===== src/rtl/lcd_stream_driver.sv =====
// HD44780-class character-LCD write engine: command FIFO, bus timing, memory-window refresh.
// Optional LCD_BUS4_EN: 4-bit bus, each byte sent as high then low nibble on o_data[7:4].
module lcd_stream_driver #(
  parameter int WIDTH_MEM    = 4,
  parameter int FIFO_DEPTH   = 4,
  parameter int SETUP_CYC    = 3,
  parameter int E_HIGH_CYC   = 25,
  parameter int HOLD_CYC     = 2,
  parameter int WAIT_CYC     = 2000,
  parameter int CLR_WAIT_CYC = 80000
) (
  input  logic                 i_clk,
  input  logic                 i_rst,
  input  logic                 i_valid,
  output logic                 o_ready,
  input  logic                 i_rs,
  input  logic [7:0]           i_byte,
  input  logic                 i_refresh,
  input  logic [WIDTH_MEM-1:0] i_addr_begin,
  input  logic [WIDTH_MEM-1:0] i_addr_end,
  input  logic [6:0]           i_ddram_base,
  output logic [WIDTH_MEM-1:0] o_addr,
  input  logic [7:0]           i_mem_data,
  output logic [7:0]           o_data,
  output logic                 o_RS,
  output logic                 o_RW,
  output logic                 o_E,
  output logic                 o_busy,
  output logic                 o_done,
  output logic                 o_overflow
);

`ifdef LCD_BUS4_EN
  localparam logic BUS4 = 1'b1;
`else
  localparam logic BUS4 = 1'b0;
`endif

  localparam int MAX_AB  = (SETUP_CYC > E_HIGH_CYC) ? SETUP_CYC : E_HIGH_CYC;
  localparam int MAX_CD  = (HOLD_CYC > WAIT_CYC) ? HOLD_CYC : WAIT_CYC;
  localparam int MAX_EF  = (MAX_AB > MAX_CD) ? MAX_AB : MAX_CD;
  localparam int MAX_CYC = (MAX_EF > CLR_WAIT_CYC) ? MAX_EF : CLR_WAIT_CYC;
  localparam int CNT_W   = $clog2(MAX_CYC + 1);
  localparam int PTR_W   = $clog2(FIFO_DEPTH);

  localparam logic [CNT_W-1:0] LD_SETUP = CNT_W'(SETUP_CYC - 1);
  localparam logic [CNT_W-1:0] LD_EHIGH = CNT_W'(E_HIGH_CYC - 1);
  localparam logic [CNT_W-1:0] LD_HOLD  = CNT_W'(HOLD_CYC - 1);
  localparam logic [CNT_W-1:0] LD_WAIT  = CNT_W'(WAIT_CYC - 1);
  localparam logic [CNT_W-1:0] LD_CLR   = CNT_W'(CLR_WAIT_CYC - 1);
  localparam logic [PTR_W:0]   FULL_CNT = (PTR_W + 1)'(FIFO_DEPTH);

  typedef enum logic [2:0] {
    ST_IDLE  = 3'd0,
    ST_LOAD  = 3'd1,
    ST_FETCH = 3'd2,
    ST_SETUP = 3'd3,
    ST_PULSE = 3'd4,
    ST_HOLD  = 3'd5,
    ST_WAIT  = 3'd6
  } state_t;

  function automatic logic [7:0] bus_val(input logic [7:0] b, input logic lo);
    logic [7:0] v;
    if (!BUS4) v = b;
    else if (lo) v = {b[3:0], 4'h0};
    else v = {b[7:4], 4'h0};
    return v;
  endfunction

  function automatic logic is_clr(input logic rs, input logic [7:0] b);
    return !rs && ((b == 8'h01) || (b == 8'h02) || (b == 8'h03));
  endfunction

  logic [8:0]           fifo_mem_r [FIFO_DEPTH];
  logic [PTR_W-1:0]     wr_ptr_r, rd_ptr_r;
  logic [PTR_W:0]       count_r, count_s;
  logic                 push_s, pop_s;
  logic [8:0]           head_s;

  state_t               state_r, state_s;
  logic [CNT_W-1:0]     cnt_r, cnt_s;
  logic                 cnt_zero_s;
  logic [7:0]           cur_byte_r, cur_byte_s, data_s, load_byte_s;
  logic                 nib_lo_r, nib_lo_s, rs_s, e_s, done_s, ovf_s, load_s, load_rs_s;
  logic                 pend_r, pend_s, run_r, run_s;
  logic [WIDTH_MEM-1:0] beg_r, beg_s, end_r, end_s, acnt_r, acnt_s, addr_s;
  logic [6:0]           base_r, base_s;

  assign push_s     = i_valid & o_ready;
  assign head_s     = fifo_mem_r[rd_ptr_r];
  assign cnt_zero_s = (cnt_r == {CNT_W{1'b0}});

  // FIFO occupancy after this edge
  always_comb begin
    count_s = count_r;
    case ({push_s, pop_s})
      2'b10:   count_s = count_r + 1'b1;
      2'b01:   count_s = count_r - 1'b1;
      default: count_s = count_r;
    endcase
  end

  // Command FIFO storage, pointers and registered ready
  always_ff @(posedge i_clk) begin
    if (i_rst) begin
      wr_ptr_r <= {PTR_W{1'b0}};
      rd_ptr_r <= {PTR_W{1'b0}};
      count_r  <= {(PTR_W + 1){1'b0}};
      o_ready  <= 1'b1;
    end else begin
      if (push_s) begin
        fifo_mem_r[wr_ptr_r] <= {i_rs, i_byte};
        wr_ptr_r             <= wr_ptr_r + 1'b1;
      end
      if (pop_s) rd_ptr_r <= rd_ptr_r + 1'b1;
      count_r <= count_s;
      o_ready <= (count_s != FULL_CNT);
    end
  end

  // Next-state and next-output logic for the write engine
  always_comb begin
    state_s     = state_r;
    cnt_s       = cnt_r;
    data_s      = o_data;
    rs_s        = o_RS;
    e_s         = o_E;
    addr_s      = o_addr;
    done_s      = 1'b0;
    ovf_s       = 1'b0;
    cur_byte_s  = cur_byte_r;
    nib_lo_s    = nib_lo_r;
    pend_s      = pend_r;
    run_s       = run_r;
    beg_s       = beg_r;
    end_s       = end_r;
    base_s      = base_r;
    acnt_s      = acnt_r;
    pop_s       = 1'b0;
    load_s      = 1'b0;
    load_rs_s   = 1'b0;
    load_byte_s = 8'h00;

    // A new request is only considered when nothing is pending or running
    if (i_refresh && !pend_r && !run_r) begin
      if (i_addr_end < i_addr_begin) begin
        ovf_s = 1'b1;
      end else begin
        pend_s = 1'b1;
        beg_s  = i_addr_begin;
        end_s  = i_addr_end;
        base_s = i_ddram_base;
      end
    end else begin
      ovf_s = 1'b0;
    end

    case (state_r)
      ST_IDLE: begin
        if (count_r != {(PTR_W + 1){1'b0}}) begin
          pop_s       = 1'b1;
          load_s      = 1'b1;
          load_rs_s   = head_s[8];
          load_byte_s = head_s[7:0];
        end else if (pend_r) begin
          pend_s      = 1'b0;
          run_s       = 1'b1;
          acnt_s      = beg_r;
          load_s      = 1'b1;
          load_rs_s   = 1'b0;
          load_byte_s = {1'b1, base_r};
        end else begin
          state_s = ST_IDLE;
        end
      end
      ST_LOAD:  state_s = ST_FETCH;
      ST_FETCH: begin
        load_s      = 1'b1;
        load_rs_s   = 1'b1;
        load_byte_s = i_mem_data;
      end
      ST_SETUP: begin
        if (cnt_zero_s) begin
          state_s = ST_PULSE;
          cnt_s   = LD_EHIGH;
          e_s     = 1'b1;
        end else begin
          cnt_s = cnt_r - 1'b1;
        end
      end
      ST_PULSE: begin
        if (cnt_zero_s) begin
          state_s = ST_HOLD;
          cnt_s   = LD_HOLD;
          e_s     = 1'b0;
        end else begin
          cnt_s = cnt_r - 1'b1;
        end
      end
      ST_HOLD: begin
        if (!cnt_zero_s) begin
          cnt_s = cnt_r - 1'b1;
        end else if (BUS4 && !nib_lo_r) begin
          state_s  = ST_SETUP;
          cnt_s    = LD_SETUP;
          nib_lo_s = 1'b1;
          data_s   = bus_val(cur_byte_r, 1'b1);
        end else begin
          state_s = ST_WAIT;
          cnt_s   = is_clr(o_RS, cur_byte_r) ? LD_CLR : LD_WAIT;
        end
      end
      ST_WAIT: begin
        // During a refresh, RS=0 marks the set-address command still on the bus
        if (!cnt_zero_s) begin
          cnt_s = cnt_r - 1'b1;
        end else if (!run_r) begin
          state_s = ST_IDLE;
        end else if (!o_RS) begin
          state_s = ST_LOAD;
          addr_s  = acnt_r;
        end else if (acnt_r == end_r) begin
          state_s = ST_IDLE;
          run_s   = 1'b0;
          done_s  = 1'b1;
        end else begin
          state_s = ST_LOAD;
          acnt_s  = acnt_r + 1'b1;
          addr_s  = acnt_r + 1'b1;
        end
      end
      default: begin
        state_s = ST_IDLE;
        e_s     = 1'b0;
      end
    endcase

    if (load_s) begin
      state_s    = ST_SETUP;
      cnt_s      = LD_SETUP;
      rs_s       = load_rs_s;
      cur_byte_s = load_byte_s;
      data_s     = bus_val(load_byte_s, 1'b0);
      nib_lo_s   = 1'b0;
    end else begin
      cur_byte_s = cur_byte_s;
    end
  end

  // State, counters and all registered LCD-side outputs
  always_ff @(posedge i_clk) begin
    if (i_rst) begin
      state_r    <= ST_IDLE;
      cnt_r      <= {CNT_W{1'b0}};
      cur_byte_r <= 8'h00;
      nib_lo_r   <= 1'b0;
      pend_r     <= 1'b0;
      run_r      <= 1'b0;
      beg_r      <= {WIDTH_MEM{1'b0}};
      end_r      <= {WIDTH_MEM{1'b0}};
      acnt_r     <= {WIDTH_MEM{1'b0}};
      base_r     <= 7'h00;
      o_addr     <= {WIDTH_MEM{1'b0}};
      o_data     <= 8'h00;
      o_RS       <= 1'b0;
      o_RW       <= 1'b0;
      o_E        <= 1'b0;
      o_busy     <= 1'b0;
      o_done     <= 1'b0;
      o_overflow <= 1'b0;
    end else begin
      state_r    <= state_s;
      cnt_r      <= cnt_s;
      cur_byte_r <= cur_byte_s;
      nib_lo_r   <= nib_lo_s;
      pend_r     <= pend_s;
      run_r      <= run_s;
      beg_r      <= beg_s;
      end_r      <= end_s;
      acnt_r     <= acnt_s;
      base_r     <= base_s;
      o_addr     <= addr_s;
      o_data     <= data_s;
      o_RS       <= rs_s;
      o_RW       <= 1'b0;
      o_E        <= e_s;
      o_busy     <= (state_s != ST_IDLE);
      o_done     <= done_s;
      o_overflow <= ovf_s;
    end
  end

endmodule


===== config.mk =====
export PLATFORM = sky130hd
export DESIGN_NAME = lcd_stream_driver
export DESIGN_NICKNAME = d
export VERILOG_FILES = /design/src/rtl/lcd_stream_driver.sv
export SDC_FILE = /design/constraint.sdc
export NUM_CORES = 1
export LEC_CHECK = 0
export CAP_MARGIN = 20
export CORE_UTILIZATION = 51
export DETAILED_ROUTE_END_ITERATION = 16
export PLACE_DENSITY = 0.76
export SKIP_CTS_REPAIR_TIMING = 1
export SYNTH_ARGS = -nofsm -noshare
export SYNTH_HDL_FRONTEND = slang
export SYNTH_SLANG_ARGS = --single-unit
export TNS_END_PERCENT = 30

===== constraint.sdc =====
create_clock -name i_clk -period 2.5 [get_ports i_clk]
set_input_delay 0.5 -clock i_clk [delete_from_list [all_inputs] [get_ports i_clk]]
set_output_delay 0.5 -clock i_clk [all_outputs]
set_load 0.01 [all_outputs]

==> run_results.csv, run 1 <==
group,metric,value,unit
outcome,outcome,"finished, final reports clean",
min_path,worstHoldStart,"i_rst",
synth,ys_ff_latch,104,
drt,drt_iter0_markers,312,
sta,hold_viol,0,
sta,setup-violations-final,0,
placement,gp_congestion,0.843,
sta,worstMarginPinSlew,0.852,ns
global_route,grt_pass1_vias,4163,
die,die_h,103,µm
pwr,ir_worst_vdd,0.663,mV
synth,synth_edf_count,36,
clock_network,numCtsBuffers,9,
setup_path,cp_max_fo,9,
synth,synth_area_per_cell,9.94,µm²
setup_path,crit_path_end_kind,"register",
synth,synth_nets,567,
setup_path,critPathLaunchType,"register",
setup_path,worstPathRequired,2.81,ns
clock_network,htree_num_levels,3,
synth,synthMuxAreaShare,7.84,%
setup_path,rr_endpoint,"acnt_r[0]",
clock_network,cts_root_buf,"clkbuf_8",
die,die-area,0.0105,mm²
drt,route.detailed.drc,0,
synth,synth_cells,520,
sta,fin_skew,0.00978,ns
global_route,antenna_found_initial,0,
pwr,total_power,7.53,mW
setup_path,critPathKind,"reg -> reg",
clock_network,clk_path_buf_depth,2,
synth,ys_seq_area_share,47.3,%
setup_path,rr_worst_depth,8,
pwr,powerDensity,1200,mW/mm²
setup_path,critPathArrivalTime,2.74,ns
synth,synth_top_family_by_area,"simple AND/OR/NAND/NOR gates",
cells_and_area,fin_util,63.7,%
clock_network,cts_sinks,104,
drt,first_pass_iters,5,
drt,dr_total_vias,4210,
die,row_count,36,
clock_network,cts_tree,"built",
drt,drtAntennaViolNets,0,
sta,min_period,2.43,ns
min_path,hold_class,"in -> reg",
synth,synth_xor_area_share,2.71,%
synth,yosys.area_share.simple,18.5,%
global_route,grt_pass1_wl,19.8,mm
synth,yosys.cell_types.count,64,
synth,synthAdderAreaFrac,2.81,%
drt,drt-vias-per-instance,5.82,
min_path,worst_hold_path.endpoint,"count_r[2]",
synth,synth_compound_area_share,16.3,%
sta,slew_viol_final,0,
placement,io_buffers,53,
sta,fmax,0.412,GHz
cells_and_area,synthToLayoutAreaGrowth,21.1,%
synth,yosysWarnings,0,
pwr,leakagePower,2.26,nW
cells_and_area,num-nets-final,632,
die,die_w,103,µm
synth,async_flop_share,0,%
clock_network,clock_latency,0.39,ns
drt,wl,12.1,mm
min_path,min_path_cells,2,
global_route,grtUsageTotal,24.6,%
cells_and_area,drive_above_1_share,14.7,%
synth,synth_area,0.00517,mm²
run,maxCapViolCount,0,
sta,fin_setup_tns,0,ns
global_route,grt_overflow,0,
placement,place_ws,-0.172,ns
sta,final.setup.worst_slack,0.0714,ns
setup_path,r2r_slack,0.07,ns
drt,wl_per_cell,16.7,µm
sta,finalCritPeriodShare,97.1,%
cells_and_area,fill_cells,852,
die,io_pins,55,
cells_and_area,diodes,0,
sta,timing.hold.ws,0.461,ns
synth,ys.flop_type,"dfxtp_1",
global_route,grt_max_degree,66,
die,core,0.00982,mm²
clock_network,clk_pin_slew_worst_paths,0.11,ns
setup_path,r2r-start,"cnt_r[0]",
die,start_util,52.6,%
sta,relSlewSlack,42.9,%
placement,place_hpwl,8.54,mm
-- how the worst max path moves through the flow --
stage | start | end | slack [ns] | cells after the start
after floorplan | state_r[1] | o_ready | 0.002 | 11
after global placement | i_addr_begin[1] | base_r[1] | -0.28 | 8
after detailed placement | i_addr_begin[1] | base_r[4] | -0.17 | 9
after CTS | cnt_r[0] | cnt_r[11] | -0.08 | 9
after global routing | cnt_r[0] | cnt_r[1] | -0.0008 | 9
final | cnt_r[0] | acnt_r[0] | 0.07 | 8
-- power by group --
| part | total [mW] | internal, mW | switching (mW) | leakage, nW |
|---|---|---|---|---|
| Clock | 1.10 | 0.416 | 0.681 | 0.108 |
| Combinational | 4.18 | 1.76 | 2.42 | 1.27 |
| Sequential | 2.25 | 2.03 | 0.226 | 0.882 |
| Total | 7.53 | 4.20 | 3.33 | 2.26 |
-- sequential cells by signal, summed over array words and instances (netlist names), 2 cells and up, named ones only --
signal      cells
base_r          7
end_r           4
fifo_mem_r     36
count_r         3
acnt_r          4
beg_r           4
cnt_r          17
o_addr          4
cur_byte_r      8
state_r         3
wr_ptr_r        2
rd_ptr_r        2
-- cells in the mapped netlist (9+ instances only) --
| cell type | number | area share (%) |
|---|---|---|
| dfxtp_1 | 68 | 26 |
| nor2_1 | 45 | 3.3 |
| edfxtp_1 | 36 | 21 |
| a21oi_1 | 33 | 3.2 |
| nand2_1 | 31 | 2.3 |
| nand2b_1 | 31 | 3.8 |
| clkbuf_1 | 26 | 1.9 |
| o21ai_0 | 21 | 2.0 |
| mux2i_1 | 18 | 3.5 |
| a22oi_1 | 16 | 2.3 |
| inv_1 | 16 | 1.2 |
| nor3_1 | 16 | 1.5 |
| xnor2_1 | 12 | 2.0 |
| nand3_1 | 11 | 1.1 |
| ha_1 | 10 | 2.4 |
| mux4_2 | 9 | 3.9 |
| or3_1 | 9 | 1.1 |
-- area by class of cell --
class	count	area [µm²]	share of cell area, %
Tap cell	133	166	2.66
Timing Repair Buffer	91	823	13.2
Clock buffer	9	124	1.98
Clock inverter	7	91.3	1.46
Sequential cell	104	2440	39.0
Multi-Input combinational cell	363	2550	40.8
Inverter	16	60.1	0.960
-- worst max-delay path, cell delays in order, from the launching register on --
cell and delay, ns:
dfxtp_1 0.35, inv_1 0.09, ha_1 0.19, or3b_1 0.41, or3_4 0.42, nor2_8 0.19, o221ai_4 0.18, or3_1 0.37
a21oi_1 0.16
-- logic make-up (layout without fill, tap and decap cells) --
| group | after synthesis | in the layout |
|---|---|---|
| AND/OR/NAND/NOR | 182 | 182 |
| AO/OA/AOI/OAI | 124 | 124 |
| flip-flops | 104 | 104 |
| buffers and inverters | 53 | 123 |
| multiplexers | 29 | 29 |
| XOR/XNOR | 16 | 16 |
| adder cells (fa/ha/maj) | 11 | 11 |
| other | 1 | 1 |
-- per-stage QoR --
stage,cell area (µm²),std cells
2_1_floorplan,5180,520
3_3_place_gp,5990,706
3_5_place_dp,5990,707
4_1_cts,6210,723
5_1_grt,6260,723
6_report,6260,723
-- routing by layer --
layer  global-route usage (%)  share of wire (%)
met2                     43.9                 51
met3                     5.56                4.7
met1                     29.6                 42
met4                     7.47                2.1
met5                        0                  0
-- cell usage in the layout, fill, tap and decap left out, types with 3 or more instances in the layout --
cell | synthesis | final
a22oi_1 | 16 | 15
nor4_1 | 6 | 6
o31ai_1 | 7 | 6
nor2b_1 | 8 | 7
nor3_1 | 16 | 15
inv_8 | 0 | 3
clkbuf_8 | 0 | 9
nand4_1 | 3 | 3
nand2b_1 | 31 | 31
mux2i_1 | 18 | 18
o41ai_1 | 5 | 5
xnor2_1 | 12 | 12
o22ai_1 | 4 | 4
xor2_1 | 4 | 4
inv_1 | 16 | 16
o21ai_0 | 21 | 21
o211ai_1 | 4 | 4
clkdlybuf4s50_1 | 0 | 52
buf_4 | 1 | 37
nand2_1 | 31 | 31
edfxtp_1 | 36 | 36
or2_2 | 3 | 3
a21o_1 | 5 | 5
mux4_2 | 9 | 9
nand3_1 | 11 | 11
a21oi_1 | 33 | 32
ha_1 | 10 | 9
a31oi_1 | 6 | 6
nor2_1 | 45 | 45
dfxtp_1 | 68 | 68
and2_1 | 7 | 7
or3_1 | 9 | 7
No activity file was read; power rests on OpenSTA's default activity.
==> inputs of run 2 (changes only) <==
==> constraint.sdc (replaced) <==
create_clock -name i_clk -period 2.5 [get_ports i_clk]
set_input_delay 0.625 -clock i_clk [delete_from_list [all_inputs] [get_ports i_clk]]
set_output_delay 0.625 -clock i_clk [all_outputs]
set_load 0.01 [all_outputs]
==> run_results.csv, run 2 (synthesis gave the netlist of run 1 again) <==
group,metric,value,unit
cells_and_area,num-nets-final,632,
clock_network,cts_root_buf,"clkbuf_8",
cells_and_area,top_register,"fifo_mem_r",
clock_network,htree_num_levels,3,
setup_path,critPathLaunchType,"register",
run,maxCapViolCount,0,
cells_and_area,layout_common_cells,"68 x dfxtp_1, 52 x clkdlybuf4s50_1, 45 x nor2_1",
placement,io_buffers,53,
cells_and_area,largest_reg_flops,36,
cells_and_area,drive_above_1_share,13.9,%
pwr,ir_worst_vdd,0.655,mV
die,die_w,103,µm
sta,rsz0062_at_grt,"yes",
drt,route.detailed.drc,0,
sta,timing.hold.ws,0.486,ns
global_route,grt_max_degree,34,
clock_network,clk_pin_slew_worst_paths,0.11,ns
sta,finalCritPeriodShare,94.9,%
setup_path,cp_max_fo,4,
setup_path,critPathKind,"reg -> reg",
cells_and_area,diodes,0,
global_route,grt_pass1_vias,4137,
setup_path,critPathArrivalTime,2.63,ns
die,io_pins,55,
die,row_count,36,
drt,dr_total_vias,4157,
cells_and_area,reg_top3,"fifo_mem_r x36, cnt_r x17, cur_byte_r x8",
drt,wl,11.7,mm
drt,first_pass_iters,5,
cells_and_area,synthToLayoutAreaGrowth,19.9,%
drt,drtAntennaViolNets,0,
global_route,grt_pass1_wl,19.6,mm
cells_and_area,fill_cells,844,
die,die-area,0.0105,mm²
pwr,powerDensity,1170,mW/mm²
sta,min_period,2.37,ns
clock_network,clock_latency,0.39,ns
sta,fin_skew,0.0113,ns
sta,hold_viol,0,
placement,place_hpwl,8.53,mm
cells_and_area,final_common_cell,"dfxtp_1",
sta,fmax,0.422,GHz
die,die_h,103,µm
drt,drt_iter0_markers,291,
global_route,antenna_found_initial,0,
global_route,grt_overflow,0,
global_route,gr-max-usage-layer,"met2",
setup_path,crit_path_end_kind,"register",
min_path,hold_class,"reg -> reg",
clock_network,clk_path_buf_depth,2,
die,core,0.00982,mm²
setup_path,rr_worst_depth,9,
pwr,total_power,7.25,mW
drt,wl_per_cell,16.2,µm
placement,gp_congestion,0.864,
sta,relSlewSlack,44.4,%
sta,setup-violations-final,0,
outcome,outcome,"finished, final reports clean",
drt,drt-vias-per-instance,5.75,
setup_path,worstPathRequired,2.76,ns
clock_network,cts_tree,"built",
sta,slew_viol_final,0,
die,start_util,52.6,%
clock_network,numCtsBuffers,9,
global_route,grtUsageTotal,24.6,%
min_path,min_path_cells,2,
sta,worstMarginPinSlew,0.830,ns
global_route,gr-usage-met3,4.88,%
clock_network,cts_sinks,104,
pwr,leakagePower,2.24,nW
global_route,met1_usage,29.8,%
global_route,use_met2,43.9,%
run 2: per-stage QoR:
| step | area, µm² | TNS (ns) | utilization, % | setup WS (ns) | instances |
|---|---|---|---|---|---|
| after floorplan | 5180 | 0 | - | 0.00192 | 520 |
| after global placement | 5990 | -0.00131 | 61.0 | -0.00131 | 707 |
| after detailed placement | 5990 | -0.133 | 61.0 | -0.133 | 707 |
| after CTS | 6180 | -0.0232 | 63.0 | -0.0232 | 723 |
| after global routing | 6200 | -0.0251 | 63.1 | -0.0251 | 723 |
| final | 6200 | 0 | 63.1 | 0.128 | 723 |
run 2: path summary, 6_finish.rpt:
path	endpoint	slack, ns	from
max	o_ready	0.13	state_r[2]
min reg2reg	cnt_r[16]	0.49	cnt_r[16]
max reg2reg	o_ready	0.13	state_r[2]
min	cnt_r[16]	0.49	cnt_r[16]
run 2: where the power goes:
part           total (mW)  internal [mW]  leakage (nW)  switching [mW]
sequential           2.26           2.03         0.882           0.234
clock                1.02          0.386        0.0943           0.633
combinational        3.97           1.67          1.26            2.29
total                7.25           4.09          2.24            3.16
run 2: final cells by class:
class	instances	area (µm²)	area share [%]
clock buffers	9	124	2.00
well taps	133	166	2.69
repair buffers	91	823	13.3
inverters	16	60.1	0.969
flip-flops and latches	104	2440	39.4
clock inverters	7	65.1	1.05
multi-input cells	363	2520	40.6
run 2: critical path, cell delays in order, from the launching register on:
cell and delay [ns]:
dfxtp_1 0.33, or3_4 0.44, nor2b_4 0.15, ha_2 0.18
inv_1 0.05, fa_1 0.38, xor2_1 0.15, nor2_1 0.11
xnor2_1 0.09, or3_1 0.37
run 2: per-layer routing:
metal | wire length [µm] | up-vias | part of all wire (%)
li1 | - | 2032 | -
met1 | 4840 | 1967 | 41
met2 | 6050 | 136 | 52
met3 | 621 | 22 | 5.3
met4 | 225 | 0 | 1.9
met5 | 0 | - | 0
